## src/rtl/sram_access_arbiter.sv

```systemverilog
`default_nettype none
// +--------------------------------------------------------------------------+
// | Module  : sram_access_arbiter                                            |
// | Brief   : Two-port arbiter and strobe sequencer for a 1Mx16 async SRAM.  |
// |           Optional macro SRAM_ARB_FIXED_PRI_EN selects fixed priority.   |
// | Revision: 1.0 - initial release                                          |
// +--------------------------------------------------------------------------+
module sram_access_arbiter #(
    parameter int ACCESS_CYCLES = 2,
    parameter int AW            = 20,
    parameter int DW            = 16
) (
    input  logic          Clk,
    input  logic          Reset,
    input  logic          req0,
    input  logic          req1,
    input  logic          we0,
    input  logic          we1,
    input  logic [AW-1:0] addr0,
    input  logic [AW-1:0] addr1,
    input  logic [DW-1:0] wdata0,
    input  logic [DW-1:0] wdata1,
    output logic          ack0,
    output logic          ack1,
    output logic [DW-1:0] rdata,
    output logic          busy,
    output logic          CE,
    output logic          UB,
    output logic          LB,
    output logic          OE,
    output logic          WE,
    output logic [AW-1:0] ADDR,
    output logic [DW-1:0] Data_to_SRAM,
    input  logic [DW-1:0] Data_from_SRAM,
    output logic          Data_OE
);

    localparam logic [1:0] S_IDLE    = 2'd0;
    localparam logic [1:0] S_ACCESS  = 2'd1;
    localparam logic [1:0] S_RECOVER = 2'd2;

    localparam logic [3:0] c_reload = 4'(ACCESS_CYCLES - 1);

    logic [1:0] r_state;
    logic [3:0] r_cnt;
    logic       r_grant;
    logic       r_we;
    logic       w_any_req;
    logic       w_pick1;
    logic       w_we;

`ifdef SRAM_ARB_FIXED_PRI_EN
    assign w_pick1 = req1 & ~req0;
`else
    logic r_last_grant;
    // Port 1 wins a tie only when port 0 was served last.
    assign w_pick1 = req1 & (~req0 | ~r_last_grant);
`endif

    assign w_any_req = req0 | req1;
    assign w_we      = w_pick1 ? we1 : we0;

    always_ff @(posedge Clk or posedge Reset) begin
        if (Reset) begin
            r_state      <= S_IDLE;
            r_cnt        <= 4'd0;
            r_grant      <= 1'b0;
            r_we         <= 1'b0;
`ifndef SRAM_ARB_FIXED_PRI_EN
            r_last_grant <= 1'b1;
`endif
            ack0         <= 1'b0;
            ack1         <= 1'b0;
            busy         <= 1'b0;
            rdata        <= '0;
            CE           <= 1'b1;
            UB           <= 1'b1;
            LB           <= 1'b1;
            OE           <= 1'b1;
            WE           <= 1'b1;
            ADDR         <= '0;
            Data_to_SRAM <= '0;
            Data_OE      <= 1'b0;
        end else begin
            ack0 <= 1'b0;
            ack1 <= 1'b0;
            case (r_state)
                S_IDLE: begin
                    if (w_any_req) begin
                        r_state      <= S_ACCESS;
                        r_cnt        <= c_reload;
                        r_grant      <= w_pick1;
                        r_we         <= w_we;
`ifndef SRAM_ARB_FIXED_PRI_EN
                        r_last_grant <= w_pick1;
`endif
                        busy         <= 1'b1;
                        ADDR         <= w_pick1 ? addr1 : addr0;
                        Data_to_SRAM <= w_pick1 ? wdata1 : wdata0;
                        CE           <= 1'b0;
                        UB           <= 1'b0;
                        LB           <= 1'b0;
                        OE           <= w_we;
                        WE           <= ~w_we;
                        Data_OE      <= w_we;
                    end
                end
                S_ACCESS: begin
                    if (r_cnt == 4'd0) begin
                        r_state <= S_RECOVER;
                        CE      <= 1'b1;
                        UB      <= 1'b1;
                        LB      <= 1'b1;
                        OE      <= 1'b1;
                        WE      <= 1'b1;
                        Data_OE <= 1'b0;
                        ack0    <= ~r_grant;
                        ack1    <= r_grant;
                        // Read data is captured on the final edge of the strobe window.
                        if (!r_we) begin
                            rdata <= Data_from_SRAM;
                        end
                    end else begin
                        r_cnt <= r_cnt - 4'd1;
                    end
                end
                S_RECOVER: begin
                    r_state <= S_IDLE;
                    busy    <= 1'b0;
                end
                default: begin
                    r_state <= S_IDLE;
                    busy    <= 1'b0;
                end
            endcase
        end
    end

endmodule
`default_nettype wire
```

## config.mk

```make
export PLATFORM = sky130hd
export DESIGN_NAME = sram_access_arbiter
export DESIGN_NICKNAME = d
export VERILOG_FILES = /design/src/rtl/sram_access_arbiter.sv
export SDC_FILE = /design/constraint.sdc
export NUM_CORES = 1
export LEC_CHECK = 0
export CORE_MARGIN = 2
export CORE_UTILIZATION = 56
export DETAILED_ROUTE_END_ITERATION = 8
export DONT_BUFFER_PORTS = 1
export PLACE_DENSITY = 0.71
export SLEW_MARGIN = 30
export SYNTH_ARGS = -nofsm -noshare
export SYNTH_HDL_FRONTEND = slang
export SYNTH_SLANG_ARGS = --single-unit
```

## constraint.sdc

```tcl
create_clock -name Clk -period 2.3 [get_ports Clk]
set_clock_uncertainty 0.1 [all_clocks]
set_input_delay 0.115 -clock Clk [delete_from_list [all_inputs] [get_ports Clk]]
set_output_delay 0.115 -clock Clk [all_outputs]
set_load 0.02 [all_outputs]
```

==> results of run 1 <==
==> per-stage QoR <==
step | worst slack [ns] | cell area, um2 | utilization (%)
2_1_floorplan | 0.380 | 2970 | -
3_5_place_dp | 0.454 | 3030 | 59.3
5_1_grt | 0.123 | 4150 | 81.3
6_report | 0.220 | 4150 | 81.3
3_3_place_gp | 0.486 | 3030 | 59.3
4_1_cts | 0.228 | 4150 | 81.3
==> what timing repair did <==
item	CTS	global route
setup buffers	0	0
endpoints found under the setup margin	0	0
endpoints found under the hold margin	120	0
hold buffers	94	0
==> where the power goes <==
part           total (mW)  switching, mW  internal, mW
clock network       0.882          0.401         0.480
registers            2.90           1.10          1.80
logic                1.54          0.782         0.761
==> final timing paths <==
kind / from / endpoint / slack [ns] / cells after the start
max: r_last_grant / ADDR[3] / 0.22 / 5
min: req1 / Data_OE / 0.04 / 2
max reg2reg: r_last_grant / ADDR[3] / 0.22 / 5
min reg2reg: r_grant / ack0 / 0.37 / 1
max in group asynchronous: Reset / WE / 1.32 / 3
min in group asynchronous: Reset / rdata[11] / 0.14 / 2
==> layer usage <==
metal | part of all wire [%] | up-vias | GRT usage [%] | wire [um]
met4 | 3.6 | 0 | 13.6 | 268
met1 | 35 | 1086 | 27.7 | 2630
met2 | 52 | 123 | 44.8 | 3880
met3 | 9.1 | 24 | 11.4 | 676
li1 | - | 1048 | - | -
met5 | 0 | - | 0 | 0
==> synth_stat cells <==
library cell,count,share of area [%]
dfrtp_1,64,54
nand2_1,46,5.8
mux2i_1,38,13
o21ai_1,21,3.5
o21ai_0,18,3.0
mux2_1,10,3.8
mux2_2,7,2.7
clkbuf_1,6,0.76
nor2_1,6,0.76
inv_1,5,0.63
buf_4,4,1.0
buf_6,4,1.5
dfstp_2,4,3.5
o21a_1,3,0.76
a31oi_1,2,0.42
ha_1,2,0.84
nand2b_1,2,0.42
a21boi_2,1,0.38
a21oi_1,1,0.17
a22o_1,1,0.29
and2_1,1,0.21
and3_1,1,0.21
buf_2,1,0.17
nand2b_4,1,0.46
nor2_2,1,0.21
nor2_8,1,0.67
nor3_1,1,0.17
nor3b_4,1,0.63
o21ai_2,1,0.29
==> cell type report <==
| class | instances | area, um2 |
|---|---|---|
| timing repair buffer | 98 | 996 |
| fill | 291 | 957 |
| tap | 70 | 87.6 |
| inverter | 5 | 18.8 |
| multi-input combinational | 166 | 1160 |
| clock inverter | 1 | 5.00 |
| sequential | 68 | 1710 |
| clock buffer | 15 | 176 |
==> kinds of logic (layout without fill, tap and decap cells) <==
family,after synthesis,count (layout),share of synthesized area (%)
flip-flops,68,68,57.4
AND/OR/NAND/NOR,61,61,9.55
multiplexers,55,55,19.2
AO/OA/AOI/OAI,48,48,8.88
buffers and inverters,20,119,4.08
adder cells (fa/ha/maj),2,2,0.842
==> registers in the layout, summed over array words and instances (netlist names) <==
signal,cells
Data_to_SRAM,16
r_cnt,4
Data_OE,1
LB,1
r_state,2
ADDR,20
r_we,1
busy,1
WE,1
r_last_grant,1
ack1,1
rdata,16
r_grant,1
ack0,1
OE,1
==> results.json, run 1 <==
{
  "outcome": "finished, final reports clean",
  "yosys_warnings": 0,
  "final_antenna_net_count": 0,
  "critPathTopFamily": "buffers and inverters",
  "placed_cells": 313,
  "die_x_um": 76.9,
  "syn_area_per_cell_um2": 11.7,
  "ir_drop_uv": 744,
  "drc": 0,
  "grt_pass1_wl_um": 12000,
  "holdWs_ns": 0.0394,
  "clock-root-buffer": "clkbuf_8",
  "vias_per_cell": 5.39,
  "die_h_um": 76.9,
  "finalPower_mw": 5.33,
  "clk_path_buf_depth": 2,
  "worstPathRequired_ns": 2.40,
  "finalNonFillerCells": 423,
  "die-area_um2": 5910,
  "final-max-slew-violation-count": 0,
  "pin_count": 155,
  "netlist-cell-type-count": 29,
  "setup_viol_count_final": 0,
  "critPathMaxStageDelay_ns": 0.57,
  "min_period_ns": 2.08,
  "mostFrequentLayoutCells": "dlygate4sd3_1 (94), dfrtp_1 (64), nand2_1 (46)",
  "routabilityCongestion": 0.721,
  "syn_nets": 350,
  "cp_max_fo": 26,
  "fin_setup_tns_ns": 0,
  "grt_pass1_vias": 2481,
  "ctsResizeCount": 0,
  "wirelength_um": 7460,
  "crit_arrival_ns": 2.18,
  "slowest_stage": "dlygate4sd3_1",
  "worstSetupPathType": "flip-flop to flip-flop",
  "power.leakage_nw": 1.88,
  "finalHoldViolations": 0,
  "yosysSeqAreaShare_pct": 57.4,
  "insertion_delay_ns": 0.32,
  "cts.clk_slew.worst_paths_ns": 0.07,
  "rsz0062_at_grt": "false",
  "drtIter0Drc": 65,
  "end_kind": "flip-flop",
  "holdCritPathClass": "primary input to flip-flop",
  "cts_tree": "yes",
  "cts_buffers": 9,
  "layout_commonest_cell": "dlygate4sd3_1",
  "vias": 2281,
  "synth_cells": 254,
  "drtPass1Iterations": 4,
  "max_freq_ghz": 0.481,
  "htree_levels": 3,
  "finalNetCount": 444,
  "ys_ff_latch": 68,
  "cp-start-kind": "flip-flop",
  "drive_gt1_share_pct": 9.92,
  "coreArea_um2": 5110,
  "worst_slew_pin_slew_ns": 0.656,
  "wire_per_inst_um": 17.6,
  "hpwl_um": 4000,
  "grt_remaining_overflow": 0,
  "syn_to_final_growth_pct": 39.6,
  "port_buffers": 0,
  "antenna_found_initial": 0,
  "powerDensity_nw_per_um2": 1280,
  "maxCapViolCount": 0,
  "grt_max_degree": 55,
  "fin_crit_sh_pct": 90.4,
  "diodes": 0,
  "start_util_pct": 58.2,
  "clock-sinks": 68,
  "worstPathCellList": "a21boi_4, buf_4, mux2i_1, dlygate4sd3_1, o21ai_0",
  "fp-row-count": 26,
  "synth.cell_area_um2": 2970,
  "grt_usage_pct": 26.4,
  "critPathBufInv": 2,
  "relSlewSlack_pct": 56.1
}
Note: power is estimated with default switching activity, not from simulation.
==> run 2, diff against run 1 <==
- CORE_ASPECT_RATIO: default -> 0.5
==> run 2 against run 1 <==
Effect of this change:
- clock power shrank 2.4%
- final cell count grew 1.2%
- die area grew 0.60%
- combinational power is essentially flat
- register-to-register slack worse by 0.11 ns
- non-clock buffer count grew 5
- largest power group unchanged
==> results.json, run 2 (synthesized netlist as in run 1, its figures left out) <==
{
  "critPathMaxStageDelay_ns": 0.58,
  "maxCapViolCount": 0,
  "holdCritPathClass": "primary input to flip-flop",
  "die_h_um": 55.5,
  "grt_pass1_wl_um": 12300,
  "start_util_pct": 59.2,
  "drtIter0Drc": 95,
  "drive_gt1_share_pct": 11.2,
  "crit_arrival_ns": 2.28,
  "relSlewSlack_pct": 51.0,
  "cts_tree": "yes",
  "worst_slew_pin_slew_ns": 0.732,
  "max_freq_ghz": 0.457,
  "pin_count": 155,
  "grt_pass1_vias": 2425,
  "switching_share_pct": 43.6,
  "worst_slack_ns": 0.111,
  "insertion_delay_ns": 0.33,
  "antenna_found_initial": 0,
  "coreArea_um2": 5020,
  "largestRegisters": "ADDR x20, Data_to_SRAM x16, rdata x16",
  "outcome": "finished, final reports clean",
  "routabilityCongestion": 0.750,
  "diodes": 0,
  "fillers": 276,
  "seqCellArea_um2": 1710,
  "critPathTopFamily": "buffers and inverters",
  "p_sw_mw": 2.32,
  "slowest_stage": "dlygate4sd3_1",
  "vias_per_cell": 5.33,
  "final_antenna_net_count": 0,
  "wirelength_um": 7900,
  "mostFrequentLayoutCells": "dlygate4sd3_1 (94), dfrtp_1 (64), nand2_1 (46)",
  "multiInputGateArea_um2": 1160,
  "preCtsSetupSlack_ns": 0.414,
  "port_buffers": 0,
  "fin_util_pct": 83.0,
  "cts.clk_slew.worst_paths_ns": 0.07,
  "layout_commonest_cell": "dlygate4sd3_1",
  "clkPwrFrac_pct": 16.1,
  "clk_path_buf_depth": 2,
  "clock-root-buffer": "clkbuf_8",
  "hpwl_um": 4080,
  "cts_buffers": 9,
  "largest_reg_flops": 20,
  "critPathBufInv": 2,
  "setup_viol_count_final": 0,
  "top_register": "ADDR",
  "worstPathCellList": "a21boi_4, buf_4, mux2i_1, dlygate4sd3_1, o21ai_0",
  "syn_to_final_growth_pct": 40.2,
  "end_kind": "flip-flop",
  "vias": 2283,
  "holdWs_ns": 0.0400,
  "finalHoldViolations": 0,
  "p_int_mw": 3.01,
  "cp-start-kind": "flip-flop",
  "clock-sinks": 68,
  "final_area_um2": 4170,
  "fp-row-count": 18,
  "combPwrFrac_pct": 29.2,
  "wire_per_inst_um": 18.5,
  "ir_drop_uv": 729,
  "worstPathRequired_ns": 2.39,
  "worstSetupPathType": "flip-flop to flip-flop",
  "finalNetCount": 449,
  "fin_crit_sh_pct": 95.2,
  "place_area_um2": 3020,
  "grt_max_degree": 55,
  "powerDensity_nw_per_um2": 1280,
  "cp_max_fo": 14,
  "power.leakage_nw": 1.90,
  "die-area_um2": 5940,
  "final-max-slew-violation-count": 0,
  "min_period_ns": 2.19,
  "htree_levels": 3,
  "grt_usage_pct": 27.3,
  "grt_remaining_overflow": 0,
  "drc": 0,
  "pwr-share-seq_pct": 54.7,
  "fin_setup_tns_ns": 0,
  "die_x_um": 107,
  "drtPass1Iterations": 4
}
-- run 2: cell count changes in the layout (fill, tap and decap cells not counted) --
cell      previous run  this run
clkbuf_8            12        11
buf_12               2         1
buf_4                2         8
clkinv_2             1         2
-- run 2: through the flow --
stage	total power, mW	std cells
3_3_place_gp	4.05	313
6_report	5.33	428
3_5_place_dp	4.16	313
4_1_cts	5.23	423
2_1_floorplan	3.86	254
5_1_grt	5.65	428
-- run 2: worst register-to-register path, delay by kind of cell (launching register included) --
family          cells  cell delay [ns]
mux                 1             0.24
flops               1             0.39
buf+inv             2             0.92
compound gates      2             0.41
-- run 2: final timing paths --
check	startpoint	end	slack, ns	depth (start not counted)
worst max-delay path	r_last_grant	ADDR[3]	0.11	5
worst min-delay path	req1	Data_OE	0.04	2
worst max register to register	r_last_grant	ADDR[3]	0.11	5
worst min register to register	r_grant	ack0	0.40	1
max in group asynchronous	Reset	r_last_grant	1.37	3
min in group asynchronous	Reset	rdata[11]	0.10	2
-- run 2: cell type report --
type	instances	area share (%)
clock inverters	2	0.240
multi-input cells	166	27.8
well taps	70	2.10
flip-flops and latches	68	41.0
repair buffers	103	24.5
clock buffers	14	3.90
inverters	5	0.450
-- run 2: timing repair --
| item | in CTS | in global routing |
|---|---|---|
| resized for setup | 0 | 0 |
| buffers inserted | 0 | 5 |
| endpoints found under the setup margin | 0 | 25 |
| hold endpoints to repair | 124 | 0 |
| hold buffers | 94 | 0 |
-- run 2: per-layer routing --
metal | vias up | global-route usage [%] | part of all wire [%]
met3 | 11 | 12.4 | 9.6
met1 | 1094 | 29.8 | 38
met5 | - | 0 | 0
met2 | 117 | 48.5 | 51
li1 | 1061 | - | -
met4 | 0 | 7.05 | 1.1
-- run 2: power by group through the flow --
stage	clock network (mW)	logic, mW	registers (mW)
after floorplan	0	1.12	2.74
final	0.861	1.56	2.92
after CTS	0.871	1.47	2.89
after detailed placement	0	1.26	2.90
after global routing	0.939	1.73	2.98
after global placement	0	1.16	2.89
